## config.mk

```make
export PLATFORM = sky130hd
export DESIGN_NAME = zube_bus_sequencer
export DESIGN_NICKNAME = d
export VERILOG_FILES = /design/src/rtl/zube_bus_sequencer.sv
export SDC_FILE = /design/constraint.sdc
export NUM_CORES = 1
export LEC_CHECK = 0
export ABC_AREA = 1
export CAP_MARGIN = 20
export CORE_UTILIZATION = 55
export DETAILED_ROUTE_END_ITERATION = 12
export PLACE_DENSITY_LB_ADDON = 0.15
export SKIP_CTS_REPAIR_TIMING = 1
export SYNTH_ARGS = -nofsm -noshare
export SYNTH_HDL_FRONTEND = slang
export SYNTH_SLANG_ARGS = --single-unit
export TNS_END_PERCENT = 50
```

## constraint.sdc

```tcl
create_clock -name clk -period 4.15 [get_ports clk]
set_input_delay 0.6225 -clock clk [delete_from_list [all_inputs] [get_ports clk]]
set_output_delay 0.6225 -clock clk [all_outputs]
set_load 0.01 [all_outputs]
```

## src/rtl/zube_bus_sequencer.sv

```systemverilog
// zube_bus_sequencer
//
// Z80 I/O cycle controller for the zube mailbox. The slow, asynchronous Z80
// strobes are synchronised into the clk domain, and their falling edges are
// decoded against a two-port I/O window (base_address, base_address+1).
// Writes produce single-cycle register write enables. Reads produce a capture
// pulse and then sequence the external transceiver: it drives while the read
// strobe is held, then the bus stays undriven for a turnaround period. The
// block also owns the mailbox full/overrun flags and the SoC interrupt.
//
// Parameters
//   SYNC_STAGES  flops in each strobe synchroniser (2..3)
//   TURN_CYCLES  undriven cycles after a read before a new cycle is accepted (>=1)
//
// Ports
//   clk                 high-speed clock
//   reset               asynchronous, active-high reset
//   z80_write_strobe_b  Z80 write strobe, active low, asynchronous
//   z80_read_strobe_b   Z80 read strobe, active low, asynchronous
//   z80_address_bus     Z80 A[7:0]
//   base_address        I/O window base
//   soc_data_wr         pulse: SoC wrote the Data In register
//   soc_data_rd         pulse: SoC read the Data Out register
//   soc_clr_overrun     pulse: clear the overrun flag
//   data_out_we         pulse: Z80 wrote offset 0 (Data Out)
//   status_out_we       pulse: Z80 wrote offset 1 (Status Out)
//   rd_latch            pulse: capture the read byte
//   rd_sel              read source, 0 = Data In, 1 = status_flags
//   z80_bus_dir         1 = drive the Z80 data bus through the transceiver
//   status_flags        {5'b0, overrun, data_out_full, data_in_full}
//   soc_irq             level interrupt = data_out_full | overrun

module zube_bus_sequencer #(
  parameter int SYNC_STAGES = 2,
  parameter int TURN_CYCLES = 4
) (
  input  logic       clk,
  input  logic       reset,
  input  logic       z80_write_strobe_b,
  input  logic       z80_read_strobe_b,
  input  logic [7:0] z80_address_bus,
  input  logic [7:0] base_address,
  input  logic       soc_data_wr,
  input  logic       soc_data_rd,
  input  logic       soc_clr_overrun,
  output logic       data_out_we,
  output logic       status_out_we,
  output logic       rd_latch,
  output logic       rd_sel,
  output logic       z80_bus_dir,
  output logic [7:0] status_flags,
  output logic       soc_irq
);

  localparam int CW = (TURN_CYCLES > 1) ? $clog2(TURN_CYCLES) : 1;
  localparam logic [CW-1:0] TURN_LAST = CW'(TURN_CYCLES - 1);

  typedef enum logic [1:0] {
    IDLE,
    WRITE,
    READ,
    TURN
  } state_t;

  state_t state, state_next;

  logic [SYNC_STAGES-1:0] wr_sync, rd_sync, sync_fill;
  logic wr_last, rd_last;
  logic wr_prev, rd_prev;
  logic wr_armed, rd_armed;
  logic wr_fall, rd_fall;
  logic wr_fall_q, rd_fall_q;
  logic [7:0] addr_q, base_q, base_plus1;
  logic match0, match1;

  logic [CW-1:0] turn_cnt, turn_cnt_next;
  logic data_out_we_next, status_out_we_next, rd_latch_next, rd_sel_next, bus_dir_next;

  logic data_out_full, data_in_full, overrun;

  assign wr_last = wr_sync[SYNC_STAGES-1];
  assign rd_last = rd_sync[SYNC_STAGES-1];

  // A strobe only counts as falling once it has been seen high with a real
  // sample; the preset-to-1 synchroniser contents after reset do not count,
  // so a strobe held low across reset release never produces a pulse.
  assign wr_fall = wr_armed & wr_prev & ~wr_last;
  assign rd_fall = rd_armed & rd_prev & ~rd_last;

  // Strobe synchronisers, edge history and arming. sync_fill marks when the
  // last synchroniser stage holds a genuine sample rather than the preset.
  always_ff @(posedge clk or posedge reset) begin
    if (reset) begin
      wr_sync   <= '1;
      rd_sync   <= '1;
      sync_fill <= '0;
      wr_prev   <= 1'b1;
      rd_prev   <= 1'b1;
      wr_armed  <= 1'b0;
      rd_armed  <= 1'b0;
    end else begin
      wr_sync   <= {wr_sync[SYNC_STAGES-2:0], z80_write_strobe_b};
      rd_sync   <= {rd_sync[SYNC_STAGES-2:0], z80_read_strobe_b};
      sync_fill <= {sync_fill[SYNC_STAGES-2:0], 1'b1};
      wr_prev   <= wr_last;
      rd_prev   <= rd_last;
      wr_armed  <= wr_armed | (sync_fill[SYNC_STAGES-1] & wr_last);
      rd_armed  <= rd_armed | (sync_fill[SYNC_STAGES-1] & rd_last);
    end
  end

  // Edge events are registered together with the address and window base,
  // so the decode below sees a stable snapshot taken when the edge was found.
  always_ff @(posedge clk or posedge reset) begin
    if (reset) begin
      wr_fall_q <= 1'b0;
      rd_fall_q <= 1'b0;
      addr_q    <= '0;
      base_q    <= '0;
    end else begin
      wr_fall_q <= wr_fall;
      rd_fall_q <= rd_fall;
      if (wr_fall || rd_fall) begin
        addr_q <= z80_address_bus;
        base_q <= base_address;
      end
    end
  end

  // Offset 1 wraps within 8 bits, so base 8'hFF decodes offset 1 at 8'h00.
  assign base_plus1 = base_q + 8'd1;
  assign match0     = (addr_q == base_q);
  assign match1     = (addr_q == base_plus1);

  // State, turnaround counter and registered cycle outputs.
  always_ff @(posedge clk or posedge reset) begin
    if (reset) begin
      state         <= IDLE;
      turn_cnt      <= '0;
      data_out_we   <= 1'b0;
      status_out_we <= 1'b0;
      rd_latch      <= 1'b0;
      rd_sel        <= 1'b0;
      z80_bus_dir   <= 1'b0;
    end else begin
      state         <= state_next;
      turn_cnt      <= turn_cnt_next;
      data_out_we   <= data_out_we_next;
      status_out_we <= status_out_we_next;
      rd_latch      <= rd_latch_next;
      rd_sel        <= rd_sel_next;
      z80_bus_dir   <= bus_dir_next;
    end
  end

  // Next-state and output decode. Both strobes low is an invalid cycle: it
  // is parked in WRITE without any pulse until both strobes are released.
  // The transceiver drives only while READ is held; leaving READ for TURN
  // drops it on the same edge.
  always_comb begin
    state_next         = state;
    turn_cnt_next      = turn_cnt;
    data_out_we_next   = 1'b0;
    status_out_we_next = 1'b0;
    rd_latch_next      = 1'b0;
    rd_sel_next        = rd_sel;
    bus_dir_next       = 1'b0;
    case (state)
      IDLE: begin
        if ((wr_fall_q || rd_fall_q) && !wr_last && !rd_last) begin
          state_next = WRITE;
        end else if (wr_fall_q && (match0 || match1)) begin
          state_next         = WRITE;
          data_out_we_next   = match0;
          status_out_we_next = match1;
        end else if (rd_fall_q && (match0 || match1)) begin
          state_next    = READ;
          rd_latch_next = 1'b1;
          rd_sel_next   = match1;
        end
      end
      WRITE: begin
        if (wr_last && rd_last) begin
          state_next = IDLE;
        end
      end
      READ: begin
        if (rd_last) begin
          state_next    = TURN;
          turn_cnt_next = '0;
        end else begin
          bus_dir_next = 1'b1;
        end
      end
      TURN: begin
        if (turn_cnt == TURN_LAST) begin
          state_next = IDLE;
        end else begin
          turn_cnt_next = turn_cnt + CW'(1);
        end
      end
      default: state_next = IDLE;
    endcase
  end

  // Mailbox flags. In every case a set request wins over a simultaneous
  // clear. Only Data Out writes touch data_out_full and overrun.
  always_ff @(posedge clk or posedge reset) begin
    if (reset) begin
      data_out_full <= 1'b0;
      data_in_full  <= 1'b0;
      overrun       <= 1'b0;
    end else begin
      if (data_out_we) begin
        data_out_full <= 1'b1;
      end else if (soc_data_rd) begin
        data_out_full <= 1'b0;
      end
      if (soc_data_wr) begin
        data_in_full <= 1'b1;
      end else if (rd_latch && !rd_sel) begin
        data_in_full <= 1'b0;
      end
      if (data_out_we && data_out_full) begin
        overrun <= 1'b1;
      end else if (soc_clr_overrun) begin
        overrun <= 1'b0;
      end
    end
  end

  assign status_flags = {5'b0, overrun, data_out_full, data_in_full};
  assign soc_irq      = data_out_full | overrun;

endmodule

```

# After elaboration in Yosys (flattened, before gate mapping)
# Cells that the tools add are included.
[totals]
elab_cells = 96
register_bits = 40
mem_bits_ro = 0
memories = 0
inputBits = 23
latch_bits = 0
ramBits = 0
output_inout_bits = 14
[classes]
add_sub_neg = 2
mux = 28
bitwise = 13
n_lt_le_gt_ge = 0
shifts = 0
reduce_logical = 21
div = 0
multipliers = 0
n_eq_ne = 11
[ops]
columns = ["cell", "n"]
rows = [
  ["$mux W1", 18],
  ["$eq A8 B8 Y1", 2],
  ["$mux W2", 8],
  ["$add A8 B1 Y8 const B", 1],
  ["$ne A2 B2 Y1 const B", 4],
  ["$pmux W2 S4", 1],
  ["$reduce_and A4 Y1", 2],
  ["$reduce_bool A2 Y1", 4],
  ["$logic_and A1 B1 Y1", 7],
  ["$and A1 B1 Y1", 6],
  ["$eq A2 B2 Y1 const B", 3],
  ["$ne A4 B4 Y1 const B", 1],
  ["$not A1 Y1", 4],
  ["$pmux W2 S2", 1],
  ["$logic_not A1 Y1", 3],
  ["$logic_or A1 B1 Y1", 3],
  ["$or A1 B1 Y1", 3],
  ["$reduce_and A3 Y1", 1],
  ["$add A2 B1 Y2 const B", 1],
  ["$eq A2 B1 Y1 const B", 1],
  ["$logic_not A2 Y1", 1],
]

# Logic depth before layout (Yosys ltp)
[logic_depth]
word_depth = 8
mapped_depth = 14
mapped_depth_nobuf = 14

# Least setup slack after synthesis
# Ideal clock, no wire load.
[synth_timing]
path_kind = "reg-to-reg"
from = "reg base_q[0]"
to = "reg rd_sel"
arrival_ps = 1430
n_path_buf = 0
stages_incl_launch_ff = 12
path_slack_ps = 2598
required_ps = 4028
path_cell_list = "dfrtp_1 > ha_1 > xnor2_1 > nand2_1 > nor2_1 > nand2_1 > nor2_2 > nand2_2 > nand2_4 > nand4_4 > nand2_1 > o21ai_1"
[synth_between]
elab_chain_len = 6
elab_cells_between_ends = 8
cone_classes = "add/sub: 1; eq/ne: 2; bitwise: 1; reduce/logical: 4"
[synth_rtl]
columns = ["element", "line_no", "source"]
rows = [
  ["start, declared", "73", "logic [7:0] addr_q, base_q, base_plus1;"],
  ["start signal, assigned", "125", "base_q <= base_address;"],
  ["$add A8 B1 Y8", "131", "assign base_plus1 = base_q + 8'd1;"],
  ["$eq A8 B8 Y1", "133", "assign match1 = (addr_q == base_plus1);"],
  ["$logic_or A1 B1 Y1", "172, 176", ""],
  ["$logic_and A1 B1 Y1", "172", "end else if (wr_fall_q && (match0 || match1)) begin"],
  ["$not A1 Y1 (no source line)", "n/a", ""],
  ["$reduce_and A4 Y1 (no source line)", "n/a", ""],
  ["end signal, assigned", "151", "rd_sel <= rd_sel_next;"],
  ["end, declared", "49", "output logic rd_sel,"],
]
# Parallel ways exist; a longest one is shown, timed or not.
# A chain may end at the register's enable or synchronous reset.

# Final worst setup path
[layout_timing]
from = "reg data_out_full"
to = "out soc_irq"
[layout_between]
elab_chain_len = 1
[layout_rtl]
columns = ["element", "line_no", "source"]
rows = [
  ["start, declared", "79", "logic data_out_full, data_in_full, overrun;"],
  ["start signal, assigned", "210", "data_out_full <= 1'b0;"],
  ["start signal, assigned", "215", "data_out_full <= 1'b1;"],
  ["start signal, assigned", "217", "data_out_full <= 1'b0;"],
  ["$or A1 B1 Y1", "233", "assign soc_irq = data_out_full | overrun;"],
  ["end, declared", "52", "output logic soc_irq"],
]
# Every way passes these cells.

==> results.md <==
Timing:
- The count of final max-slew check failures came to 0.
- The achievable frequency is roughly 510 MHz.
- The maximum clock skew at final layout is 0.0138 ns.
- The number of endpoints with negative hold slack in the final report is 0.
- Setup violations remaining at the end of the flow were counted as 0.
- In the final timing run, aggregate negative setup slack is 0 ns.
- The worst pin sits at a relative slew slack of 0.481.
- The slew at the pin closest to its max-slew limit is 0.776 ns.
- The time the final worst path needs with I/O delays and setup is 1.96 ns.
- In the finished design, the share of the clock period the worst path needs comes to 0.472.
- Setup repair after global routing left no endpoint under its margin.

Synthesis:
- The number of cells produced by synthesis is between 200 and 250.
- After synthesis, the netlist uses 31 different library cells.
- The average instance in the mapped netlist occupies roughly 8.6 µm².
- The leading area contributor after synthesis is dfrtp_1.
- For this run, the number of Yosys warnings is 0.
- The share of synthesized area in the top cell type comes to 0.443.
- For this run, the register share of the synthesized area comes to 0.525.
- Ranked by total cell area, the synthesized netlist is headed by dfrtp_1 44%, nand2_1 13%, dfstp_2 8.2%.
- In this run the cell area of the synthesized design comes to 1920 µm².
- The number of flip-flops and latches in the synthesized netlist is 40.

Global routing:
- Entering global routing, the biggest net connects approximately 40 pins.
- The number of global-route vias before repair is 1200.
- For this run, the total global-route usage over all layers was measured as 0.187.
- The initial antenna violation count is 0.
- Summed over all layers, the global routing overflow is 0.
- The first global-routing pass estimated about 5.0 mm of wire.

Floorplanning:
- The area of the placeable core is about 3300 µm².
- The number of primary I/O pins is 37.
- The starting utilization of the core area is 0.576.
- The die covers roughly 3700 µm².
- The die height is 61.1 µm.
- The chip width is between 60 and 70 µm.
- The cell row count is 21.

Cells and area:
- From synthesis to final layout, the design area changed by 20.7%.
- Of the cells placed in the final design, the portion with a size suffix greater than 1 is 0.113.
- The total inserted antenna cells is 0.
- Once layout is complete, the cells apart from fillers number ~300.
- For this run, the post-layout net count is roughly 280.
- Once layout is done, the placed cells without fillers occupy between 2000 and 2500 µm².
- The number of inserted filler cells in the final layout is slightly below 300.

Worst setup path:
- STA classifies the critical path startpoint as a flop.
- For the worst setup path, the data arrival time is around 1.3 ns.
- On the critical path the largest part of the delay comes from buffers and inverters.
- Walking the worst path, the cells encountered are inv_1 > nand2_1 > clkdlybuf4s50_1.
- Of all nets on the critical path, the largest fanout is 3.
- STA classifies the critical path endpoint as an output pin.
- On the worst path, the slowest cell contributes a delay of 0.52 ns.
- The critical path required time is ~3.5 ns.
- The critical path is of the reg2out type.
- Among all stages on the critical path, the largest delay is contributed by clkdlybuf4s50_1.
- Counting both buffers and inverters, the worst setup path holds a total of 2.

CTS:
- TritonCTS built the clock tree.
- In this run the clock root is driven by a clkbuf_4.
- The total clock sinks is 40.
- The total number of H-tree levels is 2.
- The clock-pin slew on the worst setup and hold paths is between 0.1 and 0.15 ns.
- Buffers inserted during clock tree synthesis total 5.
- The clock reaches the later pin of the worst-skew pair after approximately 0.35 ns.
- The buffer levels on the longest clock path is 2.

Min path:
- The type of the worst min-delay path is reg2reg.

Detailed routing:
- Using the TritonRoute via totals, the vias-per-cell ratio works out to between 4 and 5.
- The post-detailed-route count of antenna-violating nets is 0.
- In this run, the number of DRC markers left after iteration 0 of detailed routing was 34.
- The routed design has just over 3 mm of wire.
- After detailed routing, the number of remaining DRC violations is 0.
- The wire length per cell after detailed routing is about 10 µm.
- The length of the first detailed-routing pass in iterations is 4.
- The overall via count from detail_route is 1377.

Power:
- Power spread over the standard cell area amounts to between 400 and 500 nW/µm².
- The worst-case IR drop observed on VDD is 287 µV.
- The static leakage is about 1.1 nW.

Placed design:
- At the end of routability-driven placement, the weighted congestion stood at around 0.84.
- The total of buffers placed on input and output ports is 31.
- After detailed placement, the total cell area comes to 2240 µm².
- The half-perimeter wire length after placement is 2.27 mm.
- Including well taps, the total number of placed cells is a little under 300.

Job:
- The count of maximum capacitance violations is 0.

Run status:
- The flow ran to the end, and the final reports show no timing, DRC or antenna violations.
[Yosys cell counts (all sizes together)]
master,number
nand2,73
inv,37
dfrtp,34
o21ai,18
nor2,14
buf,9
nand3,7
dfstp,6
mux2,4
a21oi,2
conb,2
ha,2
nand4,2
o21bai,2
xnor2,2
a311oi,1
a31oi,1
clkbuf,1
mux2i,1
nand3b,1
nor3,1
o22ai,1
or2,1
xor2,1
[worst paths after layout]
path / slack [ns] / endpoint / cells past startpoint / start
worst max register to register: 2.35 / addr_q[1] / 4 / rd_sync[1]
max in group asynchronous: 3.12 / rd_prev / 3 / reset
worst min-delay path: 0.36 / sync_fill[1] / 0 / sync_fill[0]
worst min register to register: 0.36 / sync_fill[1] / 0 / sync_fill[0]
worst max-delay path: 2.19 / soc_irq / 3 / data_out_full
min in group asynchronous: 0.67 / state[1] / 3 / reset
[cell type report]
| type | instances | area, µm² | share of cell area |
|---|---|---|---|
| Clock buffer | 6 | 41.3 | 0.0178 |
| Timing Repair Buffer | 32 | 318 | 0.137 |
| Sequential cell | 40 | 1010 | 0.435 |
| Tap cell | 46 | 57.6 | 0.0248 |
| Inverter | 37 | 139 | 0.0599 |
| Multi-Input combinational cell | 140 | 721 | 0.311 |
| Clock inverter | 2 | 35.0 | 0.0151 |
[sequential cells by signal (all words and copies together), names as in the netlist]
register	cells
rd_fall_q	1
rd_sync	2
rd_latch	1
data_out_we	1
wr_prev	1
status_out_we	1
turn_cnt	2
data_in_full	1
sync_fill	2
data_out_full	1
z80_bus_dir	1
wr_sync	2
state	2
rd_armed	1
overrun	1
rd_prev	1
addr_q	8
rd_sel	1
wr_armed	1
base_q	8
wr_fall_q	1
[through the flow]
stage	setup WS (ns)	utilization	hold slack [ns]	power, mW
detailed placement	2.32	0.672	0.339	0.711
floorplan	2.60	-	0.331	0.650
finish	2.19	0.695	0.361	0.948
CTS	2.17	0.695	0.366	0.957
global route	2.09	0.695	0.368	1.01
global placement	2.37	0.672	0.333	0.704
[worst reg2reg max path, delay by kind of cell (launching register included)]
kind	cells	cell delay [ns]
simple gates	2	0.56
flops	1	0.57
mux	1	0.48
buf+inv	1	0.09
[layer usage]
layer	up-vias	track usage	wire length [µm]
li1	736	-	-
met1	600	0.235	1490
met2	37	0.300	1370
met3	4	0.0630	142
met4	0	0.0682	32
met5	-	0	0
[placed cells by master (no fill, tap or decap), types with 2 or more instances in the layout]
cell type        instances
mux2_2                   4
nor2_2                   2
nor2_1                  12
clkbuf_4                 5
inv_1                   37
nand3_2                  2
nand2_1                 69
o21ai_0                 17
clkdlybuf4s50_1         31
conb_1                   6
nand3_1                  5
dfrtp_1                 34
xnor2_1                  2
dfstp_2                  6
ha_1                     2
o21bai_1                 2
nand2_2                  3
a21oi_1                  2
[power breakdown]
| part | total, mW | switching [mW] | leakage, nW | internal (mW) |
|---|---|---|---|---|
| clock | 0.247 | 0.121 | 0.0422 | 0.126 |
| combinational | 0.219 | 0.121 | 0.624 | 0.0978 |
| sequential | 0.482 | 0.0452 | 0.481 | 0.437 |
| total | 0.948 | 0.287 | 1.15 | 0.661 |
[cell families (layout without fill, tap and decap cells)]
family	Yosys count	after routing	synth area share
simple gates	99	99	0.228
buf+inv	47	77	0.108
flops	40	40	0.525
compound gates	25	25	0.0801
mux	5	5	0.0286
xor+xnor	3	3	0.0137
fa+ha+maj	2	2	0.0130
other cells	2	6	0.00391
Note: power is estimated with default switching activity, not from simulation.
